==> src/rtl/serv_ibus_fetch.sv <==
// ----------------------------------------------------------------------------
// serv_ibus_fetch
//
// Single-entry instruction fetch unit between the PC unit and a Wishbone
// classic instruction bus. A one-cycle fetch request starts a bus cycle at
// the requested address. The returned word is held in a one-deep buffer
// until decode accepts it. A flush (jump/trap redirect) discards any pending
// or buffered instruction.
//
// Optional feature (macro SERV_IBUS_TIMEOUT_EN):
//   When defined, a bus cycle without ack is aborted after TIMEOUT_CYCLES
//   cycles, and o_fetch_err pulses for one cycle. When undefined, the bus
//   waits indefinitely and o_fetch_err is tied 0.
//
// Ports
//   clk           sole clock, rising edge
//   i_rst_n       asynchronous active-low reset
//   i_pc          fetch address from the PC unit
//   i_fetch_req   one-cycle request to fetch the instruction at i_pc
//   i_flush       discard pending/buffered instruction
//   o_ibus_adr    registered bus address
//   o_ibus_cyc    bus cycle active
//   i_ibus_rdt    bus read data, valid with i_ibus_ack
//   i_ibus_ack    bus acknowledge, single cycle
//   o_insn        buffered instruction word to decode
//   o_insn_valid  o_insn holds a valid instruction
//   i_insn_ready  decode accepts o_insn this cycle
//   o_misalign    one-cycle pulse, requested pc has bit 0 set
//   o_fetch_err   one-cycle pulse, bus fetch timed out
// ----------------------------------------------------------------------------
module serv_ibus_fetch #(
    parameter int unsigned TIMEOUT_CYCLES = 255
) (
    input  logic        clk,
    input  logic        i_rst_n,
    input  logic [31:0] i_pc,
    input  logic        i_fetch_req,
    input  logic        i_flush,
    output logic [31:0] o_ibus_adr,
    output logic        o_ibus_cyc,
    input  logic [31:0] i_ibus_rdt,
    input  logic        i_ibus_ack,
    output logic [31:0] o_insn,
    output logic        o_insn_valid,
    input  logic        i_insn_ready,
    output logic        o_misalign,
    output logic        o_fetch_err
);

    localparam logic [1:0] ST_IDLE = 2'd0;
    localparam logic [1:0] ST_BUS  = 2'd1;
    localparam logic [1:0] ST_FULL = 2'd2;

    logic [1:0]  state_q,    state_d;
    logic [31:0] adr_q,      adr_d;
    logic        cyc_q,      cyc_d;
    logic [31:0] insn_q,     insn_d;
    logic        valid_q,    valid_d;
    logic        misalign_q, misalign_d;
    logic        fetch_err_q, fetch_err_d;
    logic        discard_q,  discard_d;

    // A flush always wins over a same-cycle fetch request.
    logic req_ok;
    assign req_ok = i_fetch_req & ~i_flush;

`ifdef SERV_IBUS_TIMEOUT_EN
    localparam logic [15:0] TIMEOUT_LAST = 16'(TIMEOUT_CYCLES - 1);
    logic [15:0] cnt_q, cnt_d;
`else
    localparam int unsigned UNUSED_TIMEOUT_CYCLES = TIMEOUT_CYCLES;
`endif

    always_comb begin
        // NOTE: every variable gets a default first so no path infers a latch.
        state_d     = state_q;
        adr_d       = adr_q;
        cyc_d       = cyc_q;
        insn_d      = insn_q;
        valid_d     = valid_q;
        discard_d   = discard_q;
        misalign_d  = 1'b0;
        fetch_err_d = 1'b0;
`ifdef SERV_IBUS_TIMEOUT_EN
        cnt_d       = cnt_q;
`endif

        case (state_q)
            ST_IDLE: begin
                if (req_ok) begin
                    if (i_pc[0]) begin
                        misalign_d = 1'b1;
                    end else begin
                        adr_d   = i_pc;
                        cyc_d   = 1'b1;
                        state_d = ST_BUS;
`ifdef SERV_IBUS_TIMEOUT_EN
                        cnt_d   = 16'd0;
`endif
                    end
                end
            end

            ST_BUS: begin
                if (i_ibus_ack) begin
                    // Ack wins over a same-cycle timeout; a pending or
                    // same-cycle flush drops the returned word.
                    cyc_d     = 1'b0;
                    discard_d = 1'b0;
                    if (discard_q || i_flush) begin
                        state_d = ST_IDLE;
                    end else begin
                        insn_d  = i_ibus_rdt;
                        valid_d = 1'b1;
                        state_d = ST_FULL;
                    end
                end else begin
                    // The bus cycle cannot be withdrawn on flush; remember to
                    // drop whatever comes back.
                    if (i_flush) begin
                        discard_d = 1'b1;
                    end
`ifdef SERV_IBUS_TIMEOUT_EN
                    if (cnt_q == TIMEOUT_LAST) begin
                        cyc_d       = 1'b0;
                        fetch_err_d = 1'b1;
                        discard_d   = 1'b0;
                        state_d     = ST_IDLE;
                    end else begin
                        cnt_d = cnt_q + 16'd1;
                    end
`endif
                end
            end

            ST_FULL: begin
                if (i_flush) begin
                    valid_d = 1'b0;
                    state_d = ST_IDLE;
                end else if (i_insn_ready) begin
                    valid_d = 1'b0;
                    state_d = ST_IDLE;
                    // Back-to-back fetch: start the next bus cycle directly.
                    if (i_fetch_req) begin
                        if (i_pc[0]) begin
                            misalign_d = 1'b1;
                        end else begin
                            adr_d   = i_pc;
                            cyc_d   = 1'b1;
                            state_d = ST_BUS;
`ifdef SERV_IBUS_TIMEOUT_EN
                            cnt_d   = 16'd0;
`endif
                        end
                    end
                end
            end

            default: begin
                state_d   = ST_IDLE;
                cyc_d     = 1'b0;
                valid_d   = 1'b0;
                discard_d = 1'b0;
            end
        endcase
    end

    // NOTE: sequential state uses non-blocking assignments only, so every flop
    // samples the pre-edge value of every other flop.
    always_ff @(posedge clk or negedge i_rst_n) begin
        if (!i_rst_n) begin
            state_q     <= ST_IDLE;
            adr_q       <= 32'd0;
            cyc_q       <= 1'b0;
            insn_q      <= 32'd0;
            valid_q     <= 1'b0;
            misalign_q  <= 1'b0;
            fetch_err_q <= 1'b0;
            discard_q   <= 1'b0;
        end else begin
            state_q     <= state_d;
            adr_q       <= adr_d;
            cyc_q       <= cyc_d;
            insn_q      <= insn_d;
            valid_q     <= valid_d;
            misalign_q  <= misalign_d;
            fetch_err_q <= fetch_err_d;
            discard_q   <= discard_d;
        end
    end

`ifdef SERV_IBUS_TIMEOUT_EN
    always_ff @(posedge clk or negedge i_rst_n) begin
        if (!i_rst_n) begin
            cnt_q <= 16'd0;
        end else begin
            cnt_q <= cnt_d;
        end
    end
`endif

    assign o_ibus_adr   = adr_q;
    assign o_ibus_cyc   = cyc_q;
    assign o_insn       = insn_q;
    assign o_insn_valid = valid_q;
    assign o_misalign   = misalign_q;
    assign o_fetch_err  = fetch_err_q;

endmodule

==> config.mk <==
export PLATFORM = sky130hd
export DESIGN_NAME = serv_ibus_fetch
export DESIGN_NICKNAME = d
export VERILOG_FILES = /design/src/rtl/serv_ibus_fetch.sv
export SDC_FILE = /design/constraint.sdc
export NUM_CORES = 1
export LEC_CHECK = 0
export CAP_MARGIN = 40
export CORE_MARGIN = 2
export CORE_UTILIZATION = 45
export CTS_BUF_LIST = sky130_fd_sc_hd__clkbuf_4
export CTS_CLUSTER_SIZE = 24
export DETAILED_ROUTE_END_ITERATION = 7
export PLACE_DENSITY_LB_ADDON = 0.08
export SETUP_SLACK_MARGIN = 0.3
export SLEW_MARGIN = 10
export SYNTH_ARGS = -nofsm -noshare
export SYNTH_HDL_FRONTEND = slang
export SYNTH_SLANG_ARGS = --single-unit
export TNS_END_PERCENT = 5
==> constraint.sdc <==
create_clock -name clk -period 2.83 [get_ports clk]
set_input_delay 0.566 -clock clk [delete_from_list [all_inputs] [get_ports clk]]
set_output_delay 0.566 -clock clk [all_outputs]
set_load 0.005 [all_outputs]
==> impl_metrics.py <==
metrics = {
    "routing": {
        "ant_nets": 0,
        "drt_pre_antenna_iters": 3,
        "wl_per_cell_um": 15.5,
        "drc_errors": 0,
        "vias": 1821,
        "wirelength_um": 5950,
        "drt-initial-drc-count": 68,
        "vias_per_cell": 4.74,
    },
    "placement": {
        "gp_congestion": 0.831,
        "dp_cells": 369,
        "portBuffers": 135,
        "dp_hpwl_um": 4310,
        "placed_cell_area_um2": 4190,
    },
    "global_route": {
        "grt_pass1_wl_um": 9600,
        "grt_use_met3_pct": 5.37,
        "grt_antenna_before_repair": 0,
        "grt_max_degree": 34,
        "grt_pass1_vias": 1952,
        "use_met1_pct": 22.2,
        "grt_busiest_layer": "met2",
        "grt_usage_pct": 17.8,
        "use_met2_pct": 28.6,
        "gr-total-overflow": 0,
    },
    "timing": {
        "timing.setup.tns_ns": 0,
        "post-route-min-period_ns": 1.87,
        "hold_violations": 0,
        "setup_viol": 0,
        "finClkSkew_ns": 0.0106,
        "fmax_mhz": 535,
        "timing.final.crit_share_pct": 66.0,
        "whs_ns": 0.111,
        "rsz0062_at_grt": "no",
        "final_max_slew_viol_count": 0,
    },
    "power_and_ir_drop": {
        "power_leakage_nw": 1.95,
        "p_per_area_nw_per_um2": 805,
        "ir_worst_vdd_v": 0.000508,
    },
    "critical_path": {
        "cp_max_fo": 33,
        "required_ns": 3.10,
        "crit-reg2reg-launch": "state_q[0]$_DFFE_PN0P_",
        "criticalPathCategory": "primary input to flop",
        "critPathLaunchType": "primary input",
        "cp-end-kind": "flop",
        "r2r_cells": 4,
        "critPathArrivalTime_ns": 2.14,
        "r2r_setup_slack_ns": 1.19,
        "startpoint": "i_flush",
        "r2r_end": "o_insn[22]$_DFFE_PN0P_",
    },
    "logic_synthesis": {
        "synth_seq_cells": 69,
        "yosysWarningCount": 0,
        "synth_top_area_share_pct": 60.8,
        "synth_edf_count": 0,
        "syn_avg_cell_area_um2": 17.3,
        "syn-cell-area_um2": 2840,
        "yosys.area.top_type": "dfrtp_1",
        "ys_types": 23,
        "synthTopCellsByArea": "dfrtp_1 (61%), mux2_4 (15%), mux2_2 (14%)",
        "async_reset_ff_share_pct": 100,
        "ys_seq_area_share_pct": 60.8,
        "synth_cells": 164,
        "synth_ff_type": "dfrtp_1",
    },
    "cts": {
        "htree_levels": 3,
        "cts_resized": 0,
        "clock_sink_count": 69,
        "cts-root-buf": "clkbuf_4",
        "hold_buffers": 0,
        "post_cts_buffers": 0,
        "cts_buffers": 9,
        "clock_path_buffers": 2,
        "insertion_delay_ns": 0.39,
        "tritoncts": "yes",
        "clk_pin_slew_ns": 0.11,
    },
    "finish": {
        "n_antenna_cell": 0,
        "fillers": 412,
        "nNetsFinal": 375,
        "fin_area_um2": 4320,
        "instances_no_fill": 384,
        "layout_commonest_cell": "clkdlybuf4s50_1",
        "final_layout_size_suffix_gt1_share_pct": 28.5,
        "area_growth_pct": 52.2,
        "layout_common_cells": "clkdlybuf4s50_1 (134), dfrtp_1 (69), mux2_2 (35), mux2_4 (28), clkbuf_4 (10)",
    },
    "run": {
        "cap_violations": 0,
    },
    "floorplan": {
        "die_w_um": 83.4,
        "initial_core_util_pct": 47.4,
        "die_y_um": 83.4,
        "rows": 28,
        "io-pin-count": 138,
        "coreArea_um2": 5990,
        "dieArea_um2": 6960,
    },
    "min_path": {
        "hp-class": "primary input to async pin",
    },
    "status": {
        "status": "completed",
    },
}
[state kept, by name, summed over array words and instances (netlist names)]
| name | flops |
|---|---|
| o_insn | 32 |
| o_misalign | 1 |
| o_ibus_adr | 31 |
| discard_q | 1 |
| o_ibus_cyc | 1 |
| state_q | 2 |
| o_insn_valid | 1 |
[worst max path at each step]
stage,end,depth (start not counted),slack [ns]
floorplan,o_ibus_adr[10]$_DFFE_PN0P_,5,1.22
global placement,o_insn[29]$_DFFE_PN0P_,5,0.60
detailed placement,o_insn[22]$_DFFE_PN0P_,5,0.56
CTS,o_insn[13],1,0.95
global route,o_insn_valid,1,0.91
finish,o_insn[22]$_DFFE_PN0P_,5,0.96
[power breakdown]
group          internal (mW)  switching, mW
clock                  0.271          0.327
sequential              1.35          0.186
combinational           1.00          0.343
total                   2.62          0.856
[synthesized netlist by cell type (2+ instances only)]
cell type and number:
a21oi_1 4, buf_12 3, buf_4 2, buf_6 4, dfrtp_1 69, mux2_2 35, mux2_4 28, nand2_1 2
nor2_1 2, nor4b_4 2
[cells by family after synthesis]
| group | share of synthesized area, % |
|---|---|
| mux | 28.7 |
| buf+inv | 4.85 |
| compound gates | 1.68 |
| other cells | 0.132 |
| flops | 60.8 |
| simple gates | 3.79 |
[through the flow]
stage | util, % | power, mW | setup slack, ns
floorplan | - | 2.01 | 1.22
CTS | 72.1 | 3.53 | 0.953
global placement | 70.0 | 2.89 | 0.598
detailed placement | 70.0 | 2.92 | 0.558
finish | 72.1 | 3.48 | 0.961
global route | 72.1 | 3.69 | 0.908
[area by class of cell]
| cell class | instances | area, um^2 | share of cell area [%] |
|---|---|---|---|
| clock buffer | 10 | 75.1 | 1.74 |
| clock inverter | 5 | 52.6 | 1.22 |
| inverter | 1 | 3.75 | 0.0869 |
| multi-input combinational | 85 | 980 | 22.7 |
| sequential | 69 | 1730 | 40.0 |
| tap | 75 | 93.8 | 2.17 |
| timing repair buffer | 139 | 1390 | 32.1 |
[worst max-delay path, stage by stage]
cell and delay (ns):
clkdlybuf4s50_1 0.63, nor4b_4 0.09, nand2_2 0.07, buf_4 0.37, mux2_2 0.39
[routing by layer]
layer	routed length, um	part of all wire [%]	up-vias
met3	395	6.6	4
met1	2600	44	892
met2	2900	49	71
met4	51	0.86	0
met5	0	0	-
li1	-	-	854
Note: power is estimated with default switching activity, not from simulation.
